<file path="src/rtl/cprv_pkg.sv">
// Shared constants and types for the writeback stage: RV64I opcodes, load funct3 codes, FSM states.
// Imported by cprv_wb_unit and cprv_wb_load_align.
package cprv_pkg;

  localparam logic [6:0] OP        = 7'b0110011;
  localparam logic [6:0] OP_IMM    = 7'b0010011;
  localparam logic [6:0] OP_32     = 7'b0111011;
  localparam logic [6:0] OP_IMM_32 = 7'b0011011;
  localparam logic [6:0] LOAD      = 7'b0000011;
  localparam logic [6:0] STORE     = 7'b0100011;
  localparam logic [6:0] LUI       = 7'b0110111;
  localparam logic [6:0] AUIPC     = 7'b0010111;
  localparam logic [6:0] JAL       = 7'b1101111;
  localparam logic [6:0] JALR      = 7'b1100111;
  localparam logic [6:0] BRANCH    = 7'b1100011;

  localparam logic [2:0] LB  = 3'b000;
  localparam logic [2:0] LH  = 3'b001;
  localparam logic [2:0] LW  = 3'b010;
  localparam logic [2:0] LD  = 3'b011;
  localparam logic [2:0] LBU = 3'b100;
  localparam logic [2:0] LHU = 3'b101;
  localparam logic [2:0] LWU = 3'b110;

  typedef enum logic {IDLE, WAIT_LD} wb_state_t;

endpackage

</file>
<file path="src/rtl/cprv_wb_load_align.sv">
// Load data aligner: shifts the bus word down by the byte offset, then sign/zero-extends by funct3.
// Purely combinational, zero latency; no flow control.
module cprv_wb_load_align
  import cprv_pkg::*;
#(
  parameter int DATA_WIDTH = 64,
  parameter int OFFW       = $clog2(DATA_WIDTH/8)
) (
  input  logic [DATA_WIDTH-1:0] rdata,
  input  logic [OFFW-1:0]       offset,
  input  logic [2:0]            funct3,
  output logic [DATA_WIDTH-1:0] data
);

  logic [DATA_WIDTH-1:0] shifted;

  assign shifted = rdata >> {offset, 3'b000};

  always_comb begin
    data = '0;
    case (funct3)
      LB:  data = DATA_WIDTH'($signed(shifted[7:0]));
      LH:  data = DATA_WIDTH'($signed(shifted[15:0]));
      LW:  data = DATA_WIDTH'($signed(shifted[31:0]));
      // Doubleword only exists on a 64-bit bus; narrower builds write zero.
      LD:  data = (DATA_WIDTH == 64) ? shifted : '0;
      LBU: data = DATA_WIDTH'(shifted[7:0]);
      LHU: data = DATA_WIDTH'(shifted[15:0]);
      LWU: data = DATA_WIDTH'(shifted[31:0]);
      default: data = '0;
    endcase
  end

endmodule

</file>
<file path="src/rtl/cprv_wb_unit.sv">
// Writeback stage driving the regfile write port; optional retire counter under CPRV_WB_INSTRET_EN.
// Write registered one cycle after accept (loads: one cycle after rvalid); ready low while a load waits.
module cprv_wb_unit
  import cprv_pkg::*;
#(
  parameter int DATA_WIDTH = 64,
  parameter int WORD_WIDTH = 32
) (
  input  logic                  clk,
  input  logic                  rst,
  input  logic                  valid_wb_i,
  output logic                  ready_wb_o,
  input  logic [4:0]            rd_addr_wb_i,
  input  logic                  rd_en_wb_i,
  input  logic [6:0]            opcode_wb_i,
  input  logic [2:0]            funct3_wb_i,
  input  logic [WORD_WIDTH-1:0] imm_data_wb_i,
  input  logic [DATA_WIDTH-1:0] pc_wb_i,
  input  logic [DATA_WIDTH-1:0] alu_out_wb_i,
  input  logic [DATA_WIDTH-1:0] rdata_wb_i,
  input  logic                  rvalid_wb_i,
  output logic                  rd_we_o,
  output logic [4:0]            rd_addr_o,
  output logic [DATA_WIDTH-1:0] rd_data_o
`ifdef CPRV_WB_INSTRET_EN
  ,
  output logic [63:0]           instret_o
`endif
);

  localparam int OFFW = $clog2(DATA_WIDTH/8);

  wb_state_t state, state_nxt;

  logic                  accept;
  logic                  is_load;
  logic                  writes_rd;
  logic [DATA_WIDTH-1:0] result;
  logic [DATA_WIDTH-1:0] ld_data;
  logic [OFFW-1:0]       al_off;
  logic [2:0]            al_f3;

  logic                  issue;
  logic                  issue_we;
  logic [4:0]            issue_addr;
  logic [DATA_WIDTH-1:0] issue_data;
  logic                  capture;

  logic                  pend_we;
  logic [4:0]            pend_addr;
  logic [2:0]            pend_f3;
  logic [OFFW-1:0]       pend_off;

  assign ready_wb_o = (state == IDLE);
  assign accept     = valid_wb_i && ready_wb_o;
  assign is_load    = (opcode_wb_i == LOAD);

  // A waiting load must align with its own captured offset/size, not the next instruction's.
  assign al_off = (state == WAIT_LD) ? pend_off : alu_out_wb_i[OFFW-1:0];
  assign al_f3  = (state == WAIT_LD) ? pend_f3  : funct3_wb_i;

  cprv_wb_load_align #(
    .DATA_WIDTH (DATA_WIDTH)
  ) u_load_align (
    .rdata  (rdata_wb_i),
    .offset (al_off),
    .funct3 (al_f3),
    .data   (ld_data)
  );

  always_comb begin
    writes_rd = 1'b1;
    result    = '0;
    case (opcode_wb_i)
      OP, OP_IMM, AUIPC: result = alu_out_wb_i;
      OP_32, OP_IMM_32:  result = DATA_WIDTH'($signed(alu_out_wb_i[31:0]));
      LUI:               result = DATA_WIDTH'($signed(imm_data_wb_i));
      JAL, JALR:         result = pc_wb_i + DATA_WIDTH'(4);
      LOAD:              result = ld_data;
      default:           writes_rd = 1'b0;
    endcase
  end

  always_comb begin
    state_nxt  = state;
    issue      = 1'b0;
    issue_we   = 1'b0;
    issue_addr = rd_addr_wb_i;
    issue_data = result;
    capture    = 1'b0;
    case (state)
      IDLE: begin
        if (accept) begin
          if (is_load && !rvalid_wb_i) begin
            capture   = 1'b1;
            state_nxt = WAIT_LD;
          end else begin
            issue    = 1'b1;
            issue_we = rd_en_wb_i && writes_rd && (rd_addr_wb_i != 5'd0);
          end
        end
      end
      WAIT_LD: begin
        if (rvalid_wb_i) begin
          issue      = 1'b1;
          issue_we   = pend_we;
          issue_addr = pend_addr;
          issue_data = ld_data;
          state_nxt  = IDLE;
        end
      end
    endcase
  end

  always_ff @(posedge clk or posedge rst) begin
    if (rst) begin
      state     <= IDLE;
      rd_we_o   <= 1'b0;
      rd_addr_o <= '0;
      rd_data_o <= '0;
      pend_we   <= 1'b0;
      pend_addr <= '0;
      pend_f3   <= '0;
      pend_off  <= '0;
    end else begin
      state   <= state_nxt;
      rd_we_o <= issue_we;
      if (issue) begin
        rd_addr_o <= issue_addr;
        rd_data_o <= issue_data;
      end
      if (capture) begin
        pend_we   <= rd_en_wb_i && (rd_addr_wb_i != 5'd0);
        pend_addr <= rd_addr_wb_i;
        pend_f3   <= funct3_wb_i;
        pend_off  <= alu_out_wb_i[OFFW-1:0];
      end
    end
  end

`ifdef CPRV_WB_INSTRET_EN
  // Every retire counts, including instructions that never touch the regfile.
  always_ff @(posedge clk or posedge rst) begin
    if (rst) begin
      instret_o <= '0;
    end else if (issue) begin
      instret_o <= instret_o + 64'd1;
    end
  end
`endif

endmodule
</file>
<file path="config.mk">
export PLATFORM = sky130hd
export DESIGN_NAME = cprv_wb_unit
export DESIGN_NICKNAME = d
export VERILOG_FILES = /design/src/rtl/cprv_pkg.sv /design/src/rtl/cprv_wb_load_align.sv /design/src/rtl/cprv_wb_unit.sv
export SDC_FILE = /design/constraint.sdc
export NUM_CORES = 1
export LEC_CHECK = 0
export ABC_AREA = 1
export CAP_MARGIN = 40
export CORE_ASPECT_RATIO = 1.2
export CORE_UTILIZATION = 52
export DETAILED_ROUTE_END_ITERATION = 6
export PLACE_DENSITY = 0.95
export SYNTH_ARGS = -nofsm -noshare
export SYNTH_HDL_FRONTEND = slang
export SYNTH_SLANG_ARGS = --single-unit
</file>
<file path="constraint.sdc">
create_clock -name clk -period 5 [get_ports clk]
set_input_delay 0.5 -clock clk [delete_from_list [all_inputs] [get_ports clk]]
set_output_delay 0.5 -clock clk [all_outputs]
set_load 0.005 [all_outputs]
</file>
# == After elaboration in Yosys (flattened, before gate mapping) ==
# Cells that the tools add are included.
# totals
register_bits,83
input_bits,244
output_inout_bits,71
word_cells,60
# op_classes
n_addsub,1
eq_ne,15
shift,1
mux,22
n_bitwise,1
reduce_logical,12
# op_table
operator,count
$pmux W64 S7,1
$pmux W64 S5,1
$mux W64,2
$add A64 B3 Y64 const B,1
$shr A64 B6 Y64,1
$eq A7 B5 Y1 const B,3
$eq A7 B6 Y1 const B,3
$eq A7 B7 Y1 const B,2
$mux W1,11
$mux W5,2
$eq A3 B3 Y1 const B,3
$reduce_or A9 Y1,1
$eq A7 B2 Y1 const B,1
$eq A3 B2 Y1 const B,2
$mux W3,2
$pmux W1 S2,3
$logic_and A1 B1 Y1,5
$reduce_bool A5 Y1,1
$reduce_or A2 Y1,2
$eq A3 B1 Y1 const B,1
$logic_not A3 Y1,1
$reduce_or A3 Y1,1
$logic_not A1 Y1,1
$not A1 Y1,1

# == Longest topological paths before layout ==
# Gate-level depths: netlist of run 1.
# depth
depth_word,8
ltp_mapped,15
ltp_nobuf,14

# == Hierarchy ==
# A second synthesis of run 1 with hierarchy kept.
# hier_totals
hier_cells,1863
hier_area_um2,10087.2
# modules_own_cells
mod,n_inst,cells_each,area_each_um2,seq_area_each_um2
cprv_wb_unit,1,1356,7652.3,2077.0
cprv_wb_load_align,1,507,2434.8,0.0

# == Worst setup path after synthesis of run 1 ==
# Ideal clock, no wire load.
# synth_path
kind,input port to flip-flop
from,input port pc_wb_i[2]
to,register rd_data_o[60]
setup_time_ns,0.119
t_arrival_ns,1.869
required_time_ns,4.881
path_slack_ns,3.012
cell_stages,13
n_path_buf,0
cell_sequence,ha_1 -> nand2_1 -> nor2_1 -> nand2_1 -> nor2_1 -> and2_1 -> nand3_1 -> nand3_1 -> nand2_1 -> inv_1 -> nand2_1 -> nand2_1 -> nand2_1
# synth_between
elab_chain_cells,4
# synth_rtl
item,line,rtl
start: declaration,cprv_wb_unit.sv:18,"input logic [DATA_WIDTH-1:0] pc_wb_i,"
$add A64 B3 Y64 (*),cprv_wb_unit.sv:78,"JAL, JALR: result = pc_wb_i + DATA_WIDTH'(4);"
$pmux W64 S5 (*),cprv_wb_unit.sv:74,case (opcode_wb_i)
$mux W64,cprv_wb_unit.sv:104,if (rvalid_wb_i) begin
$mux W64 (*),cprv_wb_unit.sv:91,case (state)
end signal: assignment,cprv_wb_unit.sv:130,rd_data_o <= issue_data;
end: declaration,cprv_wb_unit.sv:24,output logic [DATA_WIDTH-1:0] rd_data_o
# Mark *: on every way between the ends. The rest lies on a longest branch, timed or not.
# A chain may end at the register's enable or synchronous reset.

# == Worst setup path after layout of run 1 ==
# layout_path
from,register state
to,register rd_data_o[21]
# layout_between
elab_chain_cells,6
word_cells_on_any_way,18
cone_classes,eq/ne (6); shift (1); mux (8); bitwise (1); reduce/logical (2)
# layout_rtl
item,line,rtl
start: declaration,cprv_wb_unit.sv:33,"wb_state_t state, state_nxt;"
start signal: assignment,cprv_wb_unit.sv:126,state <= state_nxt;
$mux W3 (on tied branches),"cprv_wb_unit.sv:59, cprv_wb_unit.sv:60",
$shr A64 B6 Y64 (tied with other cells),cprv_wb_load_align.sv:17,"assign shifted = rdata >> {offset, 3'b000};"
$pmux W64 S7,cprv_wb_load_align.sv:21,case (funct3)
$pmux W64 S5,cprv_wb_unit.sv:74,
$mux W64,cprv_wb_unit.sv:104,
$mux W64,cprv_wb_unit.sv:91,
# Parallel ways exist; a longest one is shown, timed or not.

==> results of run 1 <==
==> metrics by stage <==
step	utilization	setup WS (ns)	std cells	area, µm²
4_1_cts	0.729	1.65	2173	13000
2_1_floorplan	-	2.36	1692	9550
5_1_grt	0.729	1.29	2173	13000
6_report	0.729	1.54	2173	13000
3_3_place_gp	0.712	1.66	2158	12700
3_5_place_dp	0.713	1.59	2159	12700
==> cell type report <==
type	instances	share of cell area
clock inverter	4	0.00415
clock buffer	10	0.0177
inverter	157	0.0456
tap	220	0.0212
sequential	83	0.160
timing repair buffer	336	0.256
multi-input combinational	1363	0.495
==> kinds of logic (layout without fill, tap and decap cells) <==
family / Yosys count / after routing / synth area share
simple gates: 1070 / 1070 / 0.477
xor+xnor: 7 / 7 / 0.00642
compound gates: 283 / 283 / 0.182
flops: 83 / 83 / 0.218
mux: 2 / 2 / 0.00223
fa+ha+maj: 1 / 1 / 0.00131
buf+inv: 246 / 507 / 0.114
==> cell usage after synthesis (all sizes together), types with 26 or more instances <==
| cell type | count |
|---|---|
| nor2 | 171 |
| o211ai | 27 |
| o21ai | 123 |
| buf | 49 |
| nand4 | 61 |
| inv | 156 |
| nand3 | 180 |
| clkbuf | 40 |
| a21oi | 52 |
| a22oi | 26 |
| nand2 | 614 |
| dfrtp | 83 |
==> sequential cells by signal, indices dropped and copies added, names as in the netlist <==
| register | count |
|---|---|
| rd_data_o | 64 |
| pend_addr | 5 |
| rd_addr_o | 5 |
| pend_f3 | 3 |
| pend_off | 3 |
| pend_we | 1 |
| rd_we_o | 1 |
| state | 1 |
==> cells in the final DEF, fill, tap and decap left out, drive strengths merged, types with 8 or more instances in the layout <==
cell / n
a21boi: 19
clkdlybuf4s50: 314
o22ai: 8
nor2: 171
nand2: 614
o211ai: 27
a22oi: 26
nor3: 17
nand3: 180
nand4: 61
or2: 19
buf: 22
inv: 155
clkbuf: 10
o21bai: 8
dfrtp: 83
o21ai: 123
a21oi: 52
==> layer usage <==
metal	wire length, µm	track usage	up-vias
li1	-	-	6083
met1	15400	0.540	5959
met2	19800	0.750	1059
met3	4980	0.0906	220
met4	3430	0.315	2
met5	9	0	-
==> worst max-delay path, cell delays in order (launching register included) <==
cell	delay [ns]
dfrtp_1	0.73
nand2_1	0.23
nand2_2	0.15
buf_4	0.49
nand2_1	0.14
nand3_1	0.10
nand3_1	0.14
nand3_2	0.39
nand2_1	0.12
inv_2	0.39
o21ai_0	0.22
nand2_1	0.13
nand3_1	0.08
==> power breakdown <==
| group | switching, mW | internal, mW | total [mW] |
|---|---|---|---|
| clock | 0.278 | 0.383 | 0.660 |
| combinational | 0.359 | 0.291 | 0.649 |
| sequential | 0.00774 | 0.683 | 0.690 |
| total | 0.644 | 1.36 | 2.00 |
==> final timing paths <==
path | cells past startpoint | endpoint | slack [ns]
max | 12 | rd_data_o[21] | 1.54
min | 2 | rd_addr_o[0] | 0.49
max reg2reg | 12 | rd_data_o[21] | 1.54
min reg2reg | 2 | rd_data_o[4] | 0.50
max in group asynchronous | 3 | rd_data_o[18] | 3.39
min in group clk | 2 | rd_data_o[4] | 0.50
==> results.cfg, run 1 <==
[critical_path]
crit_start = state
crit_type = reg -> reg
start_kind = flip-flop
timing.rr.start = state
end_kind = flip-flop
cp_data_arrival_time_ns = 3.67
required_ns = 5.22
worstPathMaxFanout = 70

[sta]
hold_ws_ns = 0.490
tightestPinTransition_ns = 0.880
rsz0062_at_grt = no
max_freq_mhz = 289
slew_viol_final = 0
final.setup_skew_ns = 0.00992
finalSetupTns_ns = 0
min_period_ns = 3.46
hold_viol_final = 0
min_period_over_period = 0.691
relSlewSlack = 0.409
setup_viol = 0

[logic_synthesis]
syn_avg_cell_area_um2 = 5.64
ys_warn_count = 0
synth_seq_cells = 83
synth.distinct_cells = 52
synth.area.top_cells = nand2_1 24%, dfrtp_1 22%, nand3_1 9.2%
synth_area_mm2 = 0.00955
synthFlopType = dfrtp_1
ys_async_sr_fraction = 1.00
ys_seq_area_frac = 0.218
synth_edf_count = 0
synthCells = 1692
yosysTopAreaCellShare = 0.239
yosysTopAreaCell = nand2_1
syn_nets = 1937

[global_routing]
grt_pass1_wl_mm = 65.9
grt_pass1_vias = 12300
antenna_found_initial = 1
grt_max_degree = 71
overflow = 0
grt_usage = 0.456

[clock_tree]
cts.reportedPaths.clkPinSlew_ns = 0.07
cts_tree = built
cts_hold_buf = 0
cts_root_buffer = clkbuf_16
h-tree-depth = 3
cts_buffer_depth = 2
cts_setup_buffers = 0
cts_made_buffers = 9
clock_latency_ns = 0.34
cts.sinks = 83
cts.repair.resized = 0

[layout]
diodes = 0
area_growth_syn_to_layout_pct = 35.7
multi_input_area_mm2 = 0.00642
fillers = 1495
regArea_mm2 = 0.00208
nNetsFinal = 2195
final_layout_size_suffix_gt1_frac = 0.0466

[die]
start_util = 0.537
core_area_mm2 = 0.0178
fp-row-count = 53
dieArea_mm2 = 0.0189
io_pins = 315
fp.dieH_um = 150
die_w_um = 126

[place]
io_buffer_count = 314
gp_congestion = 1.09
place_hpwl_mm = 35.2

[routing]
first_iter_violations = 1682
drc = 21
viasPerCell = 6.13
dr_total_vias = 13300
ant_nets = 0
wl_mm = 43.6
post_drt_wl_per_cell_um = 20.1
drt_pass1_iterations = 7

[status]
violations = design-rule violations
status = finished, violations left

[run]
maxCapViolations = 0

[pwr]
peakVddDrop_v = 0.000152
power_mw = 2.00
leakage_nw = 6.00
p_per_area_mw_per_mm2 = 154

[hold_path]
hold_path.class = in -> async
No activity file was read; power rests on OpenSTA's default activity.
==> run 2, diff against run 1 <==
CORE_UTILIZATION = 48   (was 52)
PLACE_DENSITY = 0.92   (was 0.95)
clock period = 3.4 ns   (was 5 ns; I/O delays follow)
==> run 2 against run 1 <==
Compared with the run above: the run now ends clean; wire length up 6.7%; clock skew about the same; clock-buffer cell count up 1; worst setup slack worse by 1.1 ns; combinational power up 52%; global-route usage down 0.63 points; die area up 8.2%; sequential share of layout area down 0.24 points; non-clock buffer count up 9; critical path type unchanged; largest cell class unchanged; largest power group unchanged.
==> results.cfg, run 2 (synthesis gave the netlist of run 1 again) <==
[critical_path]
slowest_stage = dfrtp_1
required_ns = 3.63
path_cells = inv_2, nand2_1, nand2_2, nand2_1, nand3_1, nand2_1, nand2_1, nand3_2, nand2_1, inv_2, o21ai_0, nand2_1, nand3_1
crit_family = simple AND/OR/NAND/NOR gates
end_kind = flip-flop
cp_data_arrival_time_ns = 3.23
worstPathMaxFanout = 26
crit_type = reg -> reg
slowest_delay_ns = 0.70
cp_common_cell = nand2_1
cp_num_buf_inv = 2
start_kind = flip-flop

[layout]
area_growth_syn_to_layout_pct = 37.7
final_cell_mix = 609 x nand2_1, 314 x clkdlybuf4s50_1, 176 x nand3_1
post-route-util = 0.672
diodes = 0
final_common_cell = nand2_1
nNetsFinal = 2204
final_layout_size_suffix_gt1_frac = 0.0514
regMostFlops = rd_data_o
largest_reg_flops = 64
reg_top3 = rd_data_o (64), pend_addr (5), rd_addr_o (5)

[clock_tree]
cts_buffer_depth = 2
cts.sinks = 83
cts_made_buffers = 9
cts.reportedPaths.clkPinSlew_ns = 0.07
cts_root_buffer = clkbuf_16
clock_latency_ns = 0.35
cts_tree = built
cts_setup_buffers = 0
cts.repair.resized = 0
h-tree-depth = 3
cts_hold_buf = 0

[global_routing]
grt_pass1_wl_mm = 68.8
grt_pass1_vias = 12400
overflow = 0
grt_max_degree = 68
grt_usage = 0.450
antenna_found_initial = 1

[status]
status = finished, final reports clean

[sta]
finalSetupTns_ns = 0
hold_viol_final = 0
min_period_over_period = 0.882
max_freq_mhz = 334
min_period_ns = 3.00
setup_viol = 0
slew_viol_final = 0
relSlewSlack = 0.436
rsz0062_at_grt = no
tightestPinTransition_ns = 0.846
final.setup_skew_ns = 0.0102

[routing]
ant_nets = 0
first_iter_violations = 1779
viasPerCell = 6.09
drt_pass1_iterations = 7
post_drt_wl_per_cell_um = 20.9
wl_mm = 46.5
drc = 0
dr_total_vias = 13600

[die]
fp-row-count = 56
dieArea_mm2 = 0.0205
die_w_um = 131
start_util = 0.488
fp.dieH_um = 156
io_pins = 315
core_area_mm2 = 0.0195

[place]
place_hpwl_mm = 36.9
io_buffer_count = 314
gp_congestion = 0.991

[hold_path]
hold_path.class = in -> async

[pwr]
peakVddDrop_v = 0.000202
p_per_area_mw_per_mm2 = 229
leakage_nw = 6.07

[run]
maxCapViolations = 0
==> run 2: through the flow <==
step	hold slack (ns)	instances	cell area [µm²]	total power [mW]	setup slack (ns)
finish	0.327	2225	13100	3.01	0.402
global route	0.378	2225	13100	3.10	0.285
CTS	0.338	2225	13100	2.97	0.517
detailed placement	0.482	2209	12900	1.98	0.445
global placement	0.466	2207	12800	1.97	0.478
floorplan	0.436	1692	9550	1.48	0.923
==> run 2: routing by layer <==
| metal | wire length [µm] | vias up | global-route usage |
|---|---|---|---|
| li1 | - | 6107 | - |
| met1 | 17100 | 6132 | 0.540 |
| met2 | 20700 | 1095 | 0.712 |
| met3 | 5250 | 216 | 0.103 |
| met4 | 3490 | 0 | 0.301 |
| met5 | 0 | - | 0 |
==> run 2: report_power, final <==
group	switching (mW)	total (mW)	internal (mW)
sequential	0.0123	1.02	1.00
clock	0.436	1.01	0.576
combinational	0.548	0.984	0.436
total	0.996	3.01	2.02
==> run 2: path summary, 6_finish.rpt <==
path | from | endpoint | slack, ns | cells past startpoint
setup / recovery | state | rd_data_o[21] | 0.40 | 13
hold reg to reg | pend_addr[2] | pend_addr[2] | 0.50 | 2
min in group clk | pend_addr[2] | pend_addr[2] | 0.50 | 2
max in group asynchronous | rst | rd_data_o[23] | 2.26 | 3
hold / removal | rst | rd_addr_o[1] | 0.33 | 2
setup reg to reg | state | rd_data_o[21] | 0.40 | 13
==> run 2: layout make-up <==
| cell class | instances | area (µm²) |
|---|---|---|
| clock buffer | 11 | 233 |
| clock inverter | 5 | 61.3 |
| fill | 1715 | 6400 |
| inverter | 157 | 591 |
| multi-input combinational | 1363 | 6420 |
| sequential | 83 | 2080 |
| tap | 261 | 327 |
| timing repair buffer | 345 | 3440 |
==> run 2: worst reg2reg max path: stages, from the launching register on <==
cell	delay, ns
dfrtp_1	0.70
inv_2	0.23
nand2_1	0.14
nand2_2	0.25
nand2_1	0.18
nand3_1	0.08
nand2_1	0.09
nand2_1	0.14
nand3_2	0.10
nand2_1	0.07
inv_2	0.32
o21ai_0	0.36
nand2_1	0.15
nand3_1	0.07
